==> config.mk <==
export PLATFORM = sky130hd
export DESIGN_NAME = serial_frame_rx_flat
export DESIGN_NICKNAME = d
export VERILOG_FILES = /design/src/rtl/serial_frame_rx_if.sv /design/src/rtl/serial_frame_rx.sv /design/src/flat_wrapper.sv
export SDC_FILE = /design/constraint.sdc
export NUM_CORES = 1
export LEC_CHECK = 0
export CORE_ASPECT_RATIO = 0.75
export CORE_UTILIZATION = 45
export CTS_CLUSTER_DIAMETER = 60
export CTS_CLUSTER_SIZE = 20
export DETAILED_ROUTE_END_ITERATION = 6
export GPL_TIMING_DRIVEN = 0
export PLACE_DENSITY = 0.74
export SYNTH_ARGS = -nofsm -noshare
export SYNTH_HDL_FRONTEND = slang
export SYNTH_SLANG_ARGS = --single-unit
export TNS_END_PERCENT = 50
==> constraint.sdc <==
create_clock -name clock -period 2.46 [get_ports clock]
set_input_delay 0.492 -clock clock [delete_from_list [all_inputs] [get_ports clock]]
set_output_delay 0.492 -clock clock [all_outputs]
set_load 0.01 [all_outputs]
==> src/rtl/serial_frame_rx_if.sv <==
// Frame handshake bundle between serial_frame_rx and its consumer.
// master: drives frame/frame_valid, samples frame_ready; slave mirrors.
interface serial_frame_rx_if #(
  parameter int FRAME_BITS = 192
);
  logic [FRAME_BITS-1:0] frame;
  logic                  frame_valid;
  logic                  frame_ready;

  modport master (
    output frame,
    output frame_valid,
    input  frame_ready
  );

  modport slave (
    input  frame,
    input  frame_valid,
    output frame_ready
  );
endinterface

==> src/rtl/serial_frame_rx.sv <==
// Serial frame receiver: syncs serial_clock/serial_data, hunts for a
// preamble, captures FRAME_BITS bits and holds them on out_if until
// frame_ready. Ports: clock, reset (sync, active-high), serial_data,
// serial_clock, out_if (frame/frame_valid/frame_ready), bit_count,
// busy, overrun (sticky), timeout_err (pulse).
// Optional macro SERIAL_FRAME_RX_TIMEOUT_EN adds the RECEIVE idle timeout.
module serial_frame_rx #(
  parameter int FRAME_BITS     = 192,
  parameter int PREAMBLE_BITS  = 32,
  parameter logic [PREAMBLE_BITS-1:0] PREAMBLE =
    PREAMBLE_BITS'(32'hAAAA_AAAA),
  parameter int TIMEOUT_CYCLES = 4096,
  localparam int CW = $clog2(FRAME_BITS + 1)
) (
  input  logic         clock,
  input  logic         reset,
  input  logic         serial_data,
  input  logic         serial_clock,
  serial_frame_rx_if.master out_if,
  output logic [CW-1:0] bit_count,
  output logic         busy,
  output logic         overrun,
  output logic         timeout_err
);

  if (FRAME_BITS < 2 || FRAME_BITS > 1024) begin : g_chk_fb
    $error("serial_frame_rx: FRAME_BITS out of range");
  end
  if (PREAMBLE_BITS < 1 || PREAMBLE_BITS >= FRAME_BITS) begin : g_chk_pb
    $error("serial_frame_rx: PREAMBLE_BITS out of range");
  end
  if (TIMEOUT_CYCLES < 4) begin : g_chk_to
    $error("serial_frame_rx: TIMEOUT_CYCLES out of range");
  end

  typedef enum logic [1:0] {
    HUNT,
    RECEIVE,
    HOLD
  } state_e;

  localparam logic [CW-1:0] PB_CNT = CW'(PREAMBLE_BITS);
  localparam logic [CW-1:0] FB_CNT = CW'(FRAME_BITS);

  state_e                state_q, state_d;
  logic [FRAME_BITS-1:0] frame_q, frame_d;
  logic [CW-1:0]         count_q, count_d;
  logic                  valid_q, valid_d;
  logic                  overrun_q, overrun_d;
  // [0]=s1, [1]=s2, [2]=s3 (clock path only)
  logic [2:0]            sclk_q, sclk_d;
  logic [1:0]            sdat_q, sdat_d;

  logic                  bit_event;
  logic                  bit_in;
  logic [FRAME_BITS-1:0] shifted;

`ifdef SERIAL_FRAME_RX_TIMEOUT_EN
  localparam int IW = $clog2(TIMEOUT_CYCLES + 1);
  localparam logic [IW-1:0] TO_CNT = IW'(TIMEOUT_CYCLES);
  logic [IW-1:0] idle_q, idle_d;
  logic          tmo_q, tmo_d;
`endif

  assign sclk_d    = {sclk_q[1:0], serial_clock};
  assign sdat_d    = {sdat_q[0], serial_data};
  // Rising edge seen on the synchronised clock; one event per rise.
  assign bit_event = sclk_q[1] & ~sclk_q[2];
  assign bit_in    = sdat_q[1];
  assign shifted   = {frame_q[FRAME_BITS-2:0], bit_in};

  always_comb begin
    state_d   = state_q;
    frame_d   = frame_q;
    count_d   = count_q;
    valid_d   = valid_q;
    overrun_d = overrun_q;
`ifdef SERIAL_FRAME_RX_TIMEOUT_EN
    idle_d    = '0;
    tmo_d     = 1'b0;
`endif
    unique case (state_q)
      HUNT: begin
        if (bit_event) begin
          frame_d = shifted;
          // Saturate so the window keeps sliding at full width.
          if (count_q != PB_CNT) begin
            count_d = count_q + CW'(1);
          end
          if (count_d == PB_CNT &&
              shifted[PREAMBLE_BITS-1:0] == PREAMBLE) begin
            state_d = RECEIVE;
          end
        end
      end
      RECEIVE: begin
`ifdef SERIAL_FRAME_RX_TIMEOUT_EN
        // Timeout beats a coincident bit event.
        if (idle_q == TO_CNT) begin
          state_d = HUNT;
          frame_d = '0;
          count_d = '0;
          tmo_d   = 1'b1;
        end else begin
          idle_d = bit_event ? '0 : idle_q + IW'(1);
`endif
          if (bit_event) begin
            frame_d = shifted;
            count_d = count_q + CW'(1);
            if (count_d == FB_CNT) begin
              state_d = HOLD;
              valid_d = 1'b1;
            end
          end
`ifdef SERIAL_FRAME_RX_TIMEOUT_EN
        end
`endif
      end
      HOLD: begin
        if (bit_event) begin
          overrun_d = 1'b1;
        end
        if (valid_q && out_if.frame_ready) begin
          state_d = HUNT;
          frame_d = '0;
          count_d = '0;
          valid_d = 1'b0;
        end
      end
      default: begin
        state_d = HUNT;
      end
    endcase
  end

  always_ff @(posedge clock) begin
    if (reset) begin
      state_q   <= HUNT;
      frame_q   <= '0;
      count_q   <= '0;
      valid_q   <= 1'b0;
      overrun_q <= 1'b0;
      sclk_q    <= '0;
      sdat_q    <= '0;
    end else begin
      state_q   <= state_d;
      frame_q   <= frame_d;
      count_q   <= count_d;
      valid_q   <= valid_d;
      overrun_q <= overrun_d;
      sclk_q    <= sclk_d;
      sdat_q    <= sdat_d;
    end
  end

`ifdef SERIAL_FRAME_RX_TIMEOUT_EN
  always_ff @(posedge clock) begin
    if (reset) begin
      idle_q <= '0;
      tmo_q  <= 1'b0;
    end else begin
      idle_q <= idle_d;
      tmo_q  <= tmo_d;
    end
  end

  assign timeout_err = tmo_q;
`else
  assign timeout_err = 1'b0;
`endif

  assign out_if.frame       = frame_q;
  assign out_if.frame_valid = valid_q;
  assign bit_count          = count_q;
  assign busy               = (state_q == RECEIVE);
  assign overrun            = overrun_q;

endmodule
==> src/flat_wrapper.sv <==
// flat-port wrapper written by rule: the top's interface ports become plain ports
module serial_frame_rx_flat 
#(
  parameter int FRAME_BITS     = 192,
  parameter int PREAMBLE_BITS  = 32,
  parameter logic [PREAMBLE_BITS-1:0] PREAMBLE =
    PREAMBLE_BITS'(32'hAAAA_AAAA),
  parameter int TIMEOUT_CYCLES = 4096,
  localparam int CW = $clog2(FRAME_BITS + 1)
)
  (clock, reset, serial_data, serial_clock, bit_count, busy, overrun, timeout_err, out_if_frame, out_if_frame_valid, out_if_frame_ready);
  serial_frame_rx_if #(.FRAME_BITS(FRAME_BITS)) out_if_i ();
  input  logic clock;
  input  logic reset;
  input  logic serial_data;
  input  logic serial_clock;
  output logic [CW-1:0] bit_count;
  output logic busy;
  output logic overrun;
  output logic timeout_err;
  output wire logic [$bits(out_if_i.frame)-1:0] out_if_frame;
  output wire logic [$bits(out_if_i.frame_valid)-1:0] out_if_frame_valid;
  input wire logic [$bits(out_if_i.frame_ready)-1:0] out_if_frame_ready;
  assign out_if_frame = out_if_i.frame;
  assign out_if_frame_valid = out_if_i.frame_valid;
  assign out_if_i.frame_ready = out_if_frame_ready;
  serial_frame_rx #(.FRAME_BITS(FRAME_BITS), .PREAMBLE_BITS(PREAMBLE_BITS), .PREAMBLE(PREAMBLE), .TIMEOUT_CYCLES(TIMEOUT_CYCLES)) u_core (.clock(clock), .reset(reset), .serial_data(serial_data), .serial_clock(serial_clock), .out_if(out_if_i), .bit_count(bit_count), .busy(busy), .overrun(overrun), .timeout_err(timeout_err));
endmodule
# Yosys cells after proc, flatten, opt, wreduce, memory -nomap -nowiden
# Index checks and enable logic that the tools add are counted.
# op_classes
n_addsub	1
eq_ne	12
n_mux	20
bitwise_logic	2
n_reduce_logical	12
# ops
cell	count
192-bit 2-to-1 mux	2
192-bit case mux with 2 select lines	1
8-bit 2-to-1 mux	6
32-bit == test (second input constant)	1
8-bit case mux with 3 select lines	1
2-bit by 1-bit != test with 1-bit output (second input constant)	6
2-bit 2-to-1 mux	5
8-bit by 1-bit adder with 8-bit output (second input constant)	1
8-bit by 6-bit == test with 1-bit output (second input constant)	1
8-bit == test (second input constant)	1
8-bit by 6-bit != test with 1-bit output (second input constant)	1
4-bit AND reduction	2
2-bit case mux with 3 select lines	1
5-bit AND reduction	1
2-bit nonzero test	2
1-bit 2-to-1 mux	3
3-bit AND reduction	1
3-bit nonzero test	1
2-bit by 1-bit == test with 1-bit output (second input constant)	1
2-bit == test (second input constant)	1
1-bit logical AND	2
2-bit logical NOT	1
1-bit case mux with 2 select lines	1
2-bit AND reduction	1
other kinds (3)	3
# totals
ff_bits	209
output_inout_bits	204
wordCells	54

# Logic depth before layout (Yosys ltp)
# depth
word_depth	9
ltp_mapped	9

# Worst setup path before layout
# Ideal clock, no wire load.
# synth_path
kind	flip-flop to flip-flop
from	register u_core.count_q[1], in the netlist u_core.bit_count[1]
to	register u_core.state_q[1]
setup_time_ps	72
arrival_ps	2275
path_slack_ps	114
path_stages_with_launch	8
n_path_buf	0
synth_period_minus_slack_ps	2346
path_cell_list	dfxtp_1 ha_1 nand3_1 nor3_1 or2_0 or4b_4 a221oi_1 mux2i_1
# synth_between
elab_chain_len	8
# synth_rtl
element	line	rtl
start: declaration	serial_frame_rx.sv:47	logic [CW-1:0] count_q, count_d;
start signal: assignment	serial_frame_rx.sv:148	count_q <= count_d;
8-bit by 1-bit adder with 8-bit output or 8-bit by 6-bit != test with 1-bit output (tied branches)	serial_frame_rx.sv:88, serial_frame_rx.sv:109, serial_frame_rx.sv:87	
8-bit 2-to-1 mux	serial_frame_rx.sv:87	if (count_q != PB_CNT) begin
8-bit 2-to-1 mux	serial_frame_rx.sv:84	if (bit_event) begin
8-bit 2-to-1 mux	serial_frame_rx.sv:82	unique case (state_q)
8-bit by 6-bit == test with 1-bit output	serial_frame_rx.sv:90	if (count_d == PB_CNT &&
1-bit logical AND	serial_frame_rx.sv:90	
2-bit by 1-bit != test with 1-bit output (no line)	-	
5-bit AND reduction (no line) *	-	
end signal: assignment	serial_frame_rx.sv:146	state_q <= state_d;
end: declaration	serial_frame_rx.sv:45	state_e state_q, state_d;
# Every way passes the cells marked *; elsewhere a longest branch is shown, timed or not. The select of a mux whose other input is x is not followed.
# A chain may end at the register's enable or synchronous reset.

# Worst setup path after layout
# layout_path
from	register u_core.state_q[1]
to	output port busy
# layout_between
elab_chain_len	1
# layout_rtl
element	line	rtl
2-bit by 1-bit == test with 1-bit output	serial_frame_rx.sv:175	assign busy = (state_q == RECEIVE);
end: declaration	flat_wrapper.sv:18	output logic busy;
# Every way passes these cells.

==> implementation parameters <==
Parameter                              Value

Placement
  RD Place Congestion    0.903
  Detailed-placement wirelength estimate    15.3 mm
  Count of buffers from port buffering    206
  Number of placed instances, taps included    1437

Clock network
  Cts-stage hold buffer count    0
  Clock latency on the worst-skew pair    0.47 ns
  # clock sinks    209
  Clock Tree Buf Depth    3
  Maximum level of the CTS H-tree    1
  Total clock buffers created by CTS    15
  Root Buffer Master    sky130_fd_sc_hd__clkbuf_16
  Clk pin slew, worst setup/hold paths    0.07 ns
  Clock tree from TritonCTS    yes

Power
  Largest voltage drop on the vdd net    0.407 mV
  Total power    0.00598 W
  Leakage power figure    4.72 nW
  Power density over cell area    538 mW/mm^2

Critical path
  Crit path cell chain    inv_1 > ha_1 > clkdlybuf4s50_1
  Worst setup path category    flip-flop to output pin
  Critical path endpoint category    output pin
  Critical R2R Launch    u_core.bit_count[1]
  Worst reg2reg path depth    7
  Largest driver fanout on the critical path    7
  Critical Path Source Type    flip-flop
  Biggest cell delay along the critical path    0.60 ns
  Reg-to-Reg End    u_core.state_q[0]
  Reg2reg setup slack    0.13 ns
  Worst endpoint required time    1.97 ns
  Slowest-stage cell, CP    sky130_fd_sc_hd__clkdlybuf4s50_1
  Arrival time of the worst setup path    1.87 ns

Floorplanning
  Initial standard-cell utilization of the core    0.462
  Ports placed on the boundary    209
  Width of the die    158 um
  Die Y    119 um
  Die area    0.0188 sq mm
  Core area    0.0178 sq mm
  Cell Rows    42

Route
  Number of optimization iterations in the first detailed-route pass    5
  Post-detailed-route count of antenna-violating nets    0
  Number of DRC markers after the initial detailed-route iteration    477
  Final wirelength    22.2 mm
  Routed length per placed instance    15.2 um
  Number of vias per cell    5.27
  # DRC    0
  Number of vias in the routed layout    7684

Timing
  Worst slew slack as a fraction of its limit    0.551
  F_max    423 MHz
  Minimum clock period    2.37 ns
  Least-Margin Pin Slew    0.673 ns
  Final setup violation count    0
  Hold violation count in the final report    0
  Share of the cycle needed by the critical path after routing    0.962
  Number of max-slew violations in the final report    0
  Setup repair after global routing missed its margin    false
  Smallest hold slack    0.451 ns
  Setup clock skew after layout    0.0110 ns

Synth
  Primary flip-flop cell chosen by synthesis mapping    sky130_fd_sc_hd__dfxtp_1
  Adder-cell share of the synthesized area    0.00915
  Total number of yosys warnings    0
  Syn avg cell area    8.30 sq um
  Simple-gate area share of the yosys netlist    0.281
  Number of unique standard cell types used by synthesis    45
  FFs w/ async S/R, synth    0
  Synthesized-area fraction occupied by ao, oa, aoi and oai cells    0.148
  Share of synthesized area spent on multiplexers    0.00366
  Post-Syn Area    0.00820 sq mm
  XOR/XNOR Fraction of Synth Area    0.00107
  Syn_nets    1000
  Dominant combinational cell family by area after synthesis    simple AND/OR/NAND/NOR gates
  Number of flops mapped to enable cells by yosys    0
  Number of synthesized register bits    209
  Instance count of the mapped netlist    989
  Seq/Total Area, Yosys    0.510

Hold path
  Hold Crit Start    u_core.sdat_q[0]
  Hold Path End    u_core.sdat_q[1]
  Class of the worst hold path    flip-flop to flip-flop
  Worst Hold Path Cells    1

Final layout
  Final-stage net count    1224
  Fill cell instance count of the final layout    1590
  Area delta synth->final    35.3%
  Most used cells in the layout excluding fill and tap cells    207 x sky130_fd_sc_hd__dfxtp_1, 206 x sky130_fd_sc_hd__clkdlybuf4s50_1, 204 x sky130_fd_sc_hd__nor2_1
  Count of inserted antenna diode cells    0
  Most frequent standard cell in the layout excluding fill and tap cells    sky130_fd_sc_hd__dfxtp_1
  Fraction of final layout cells with drive strength greater than 1    0.0403
  Final Instance Count excl. Fillers    1459

Status
  Outcome    completed

Global routing
  Initial antenna violation count    0
  Remaining Overflow, GRT    0
  Wire length of the first global-routing pass    34.3 mm
  Number of global-route vias before repair    6514
  Total track usage    0.225
  Maximum number of pins on one net before global-route repair    21

Job
  Maximum Capacitance Violations    0
## worst max-delay path by stage
stage,slack (ns),end,start
after detailed placement,-0.52,u_core.out_if.frame[38],out_if_frame_ready
after CTS,0.02,u_core.state_q[0],u_core.bit_count[1]
after global placement,-0.55,u_core.out_if.frame[47],out_if_frame_ready
after global routing,0.01,u_core.out_if.frame[74],u_core.state_q[0]
after floorplan,0.11,u_core.state_q[1],u_core.bit_count[1]
final,0.09,busy,u_core.state_q[1]
## what timing repair did
action | in CTS | in global routing
setup endpoints to repair | 183 | 189
buffers inserted | 0 | 1
pin swaps | 0 | 2
cloned | 0 | 0
resized for setup | 7 | 19
## flip-flops by register name, indices dropped and copies added (netlist names)
name / flops
u_core.overrun: 1
u_core.bit_count: 8
u_core.state_q: 2
u_core.sclk_q: 3
u_core.out_if.frame: 192
u_core.sdat_q: 2
u_core.out_if.frame_valid: 1
## report_power, final
part	total [W]	switching (W)	internal [W]
Sequential	0.00339	0.00000326	0.00338
Combinational	0.000189	0.000150	0.0000390
Clock	0.00240	0.00117	0.00124
## synth_stat cells, types with 2 or more instances
cell type / instances / share of area
sky130_fd_sc_hd__and3_1: 192 / 0.15
sky130_fd_sc_hd__clkbuf_1: 86 / 0.039
sky130_fd_sc_hd__a211oi_1: 3 / 0.0027
sky130_fd_sc_hd__nand2_1: 7 / 0.0032
sky130_fd_sc_hd__buf_2: 3 / 0.0018
sky130_fd_sc_hd__a21oi_1: 196 / 0.12
sky130_fd_sc_hd__mux2i_1: 3 / 0.0037
sky130_fd_sc_hd__nor2b_1: 9 / 0.0069
sky130_fd_sc_hd__o21a_1: 2 / 0.0018
sky130_fd_sc_hd__nor4bb_1: 8 / 0.0098
sky130_fd_sc_hd__o21ai_0: 7 / 0.0043
sky130_fd_sc_hd__nor3_1: 4 / 0.0024
sky130_fd_sc_hd__dfxtp_1: 209 / 0.51
sky130_fd_sc_hd__a211o_1: 2 / 0.0021
sky130_fd_sc_hd__a31oi_1: 2 / 0.0015
sky130_fd_sc_hd__nand2b_1: 3 / 0.0023
sky130_fd_sc_hd__nand4_1: 2 / 0.0015
sky130_fd_sc_hd__inv_1: 8 / 0.0037
sky130_fd_sc_hd__a22oi_1: 4 / 0.0037
sky130_fd_sc_hd__ha_1: 6 / 0.0092
sky130_fd_sc_hd__buf_4: 2 / 0.0018
sky130_fd_sc_hd__nand3_1: 4 / 0.0024
sky130_fd_sc_hd__nor2_1: 204 / 0.093
sky130_fd_sc_hd__a311oi_1: 2 / 0.0021
## metal layers
| metal | vias to the layer above | GRT usage | routed length [um] |
|---|---|---|---|
| met5 | - | 0 | 0 |
| met3 | 20 | 0.0397 | 1290 |
| met1 | 3609 | 0.345 | 11200 |
| met4 | 0 | 0.0376 | 276 |
| met2 | 204 | 0.331 | 9460 |
| li1 | 3851 | - | - |
## through the flow
step / cell area [sq um] / setup slack (ns) / utilization / TNS [ns]
global route: 11100 / 0.0147 / 0.625 / 0
detailed placement: 10600 / -0.522 / 0.595 / -84.59
CTS: 11000 / 0.0178 / 0.621 / 0
global placement: 10600 / -0.550 / 0.595 / -93.01
floorplan: 8200 / 0.114 / - / 0
finish: 11100 / 0.0937 / 0.625 / 0
## cells by family (layout without fill, tap and decap cells)
logic type / Yosys count / after routing
adder cells (fa/ha/maj): 6 / 6
multiplexers: 3 / 3
other: 1 / 1
flip-flops: 209 / 209
buffers and inverters: 99 / 327
XOR/XNOR: 1 / 1
AO/OA/AOI/OAI: 227 / 227
AND/OR/NAND/NOR: 443 / 443
## worst max-delay path, delay by kind of cell, from the launching register on
kind,cells,cell delay [ns]
buf+inv,2,0.71
flops,1,0.34
fa+ha+maj,1,0.36
## area by class of cell
cell class,count,area (sq um),area share
flip-flops and latches,209,4190,0.377
multi-input cells,681,3700,0.333
repair buffers,207,2070,0.186
clock inverters,5,67.6,0.00609
plain buffers,91,362,0.0326
clock buffers,16,379,0.0342
inverters,8,30.0,0.00271
well taps,242,303,0.0273
(Power assumes the default switching activity.)
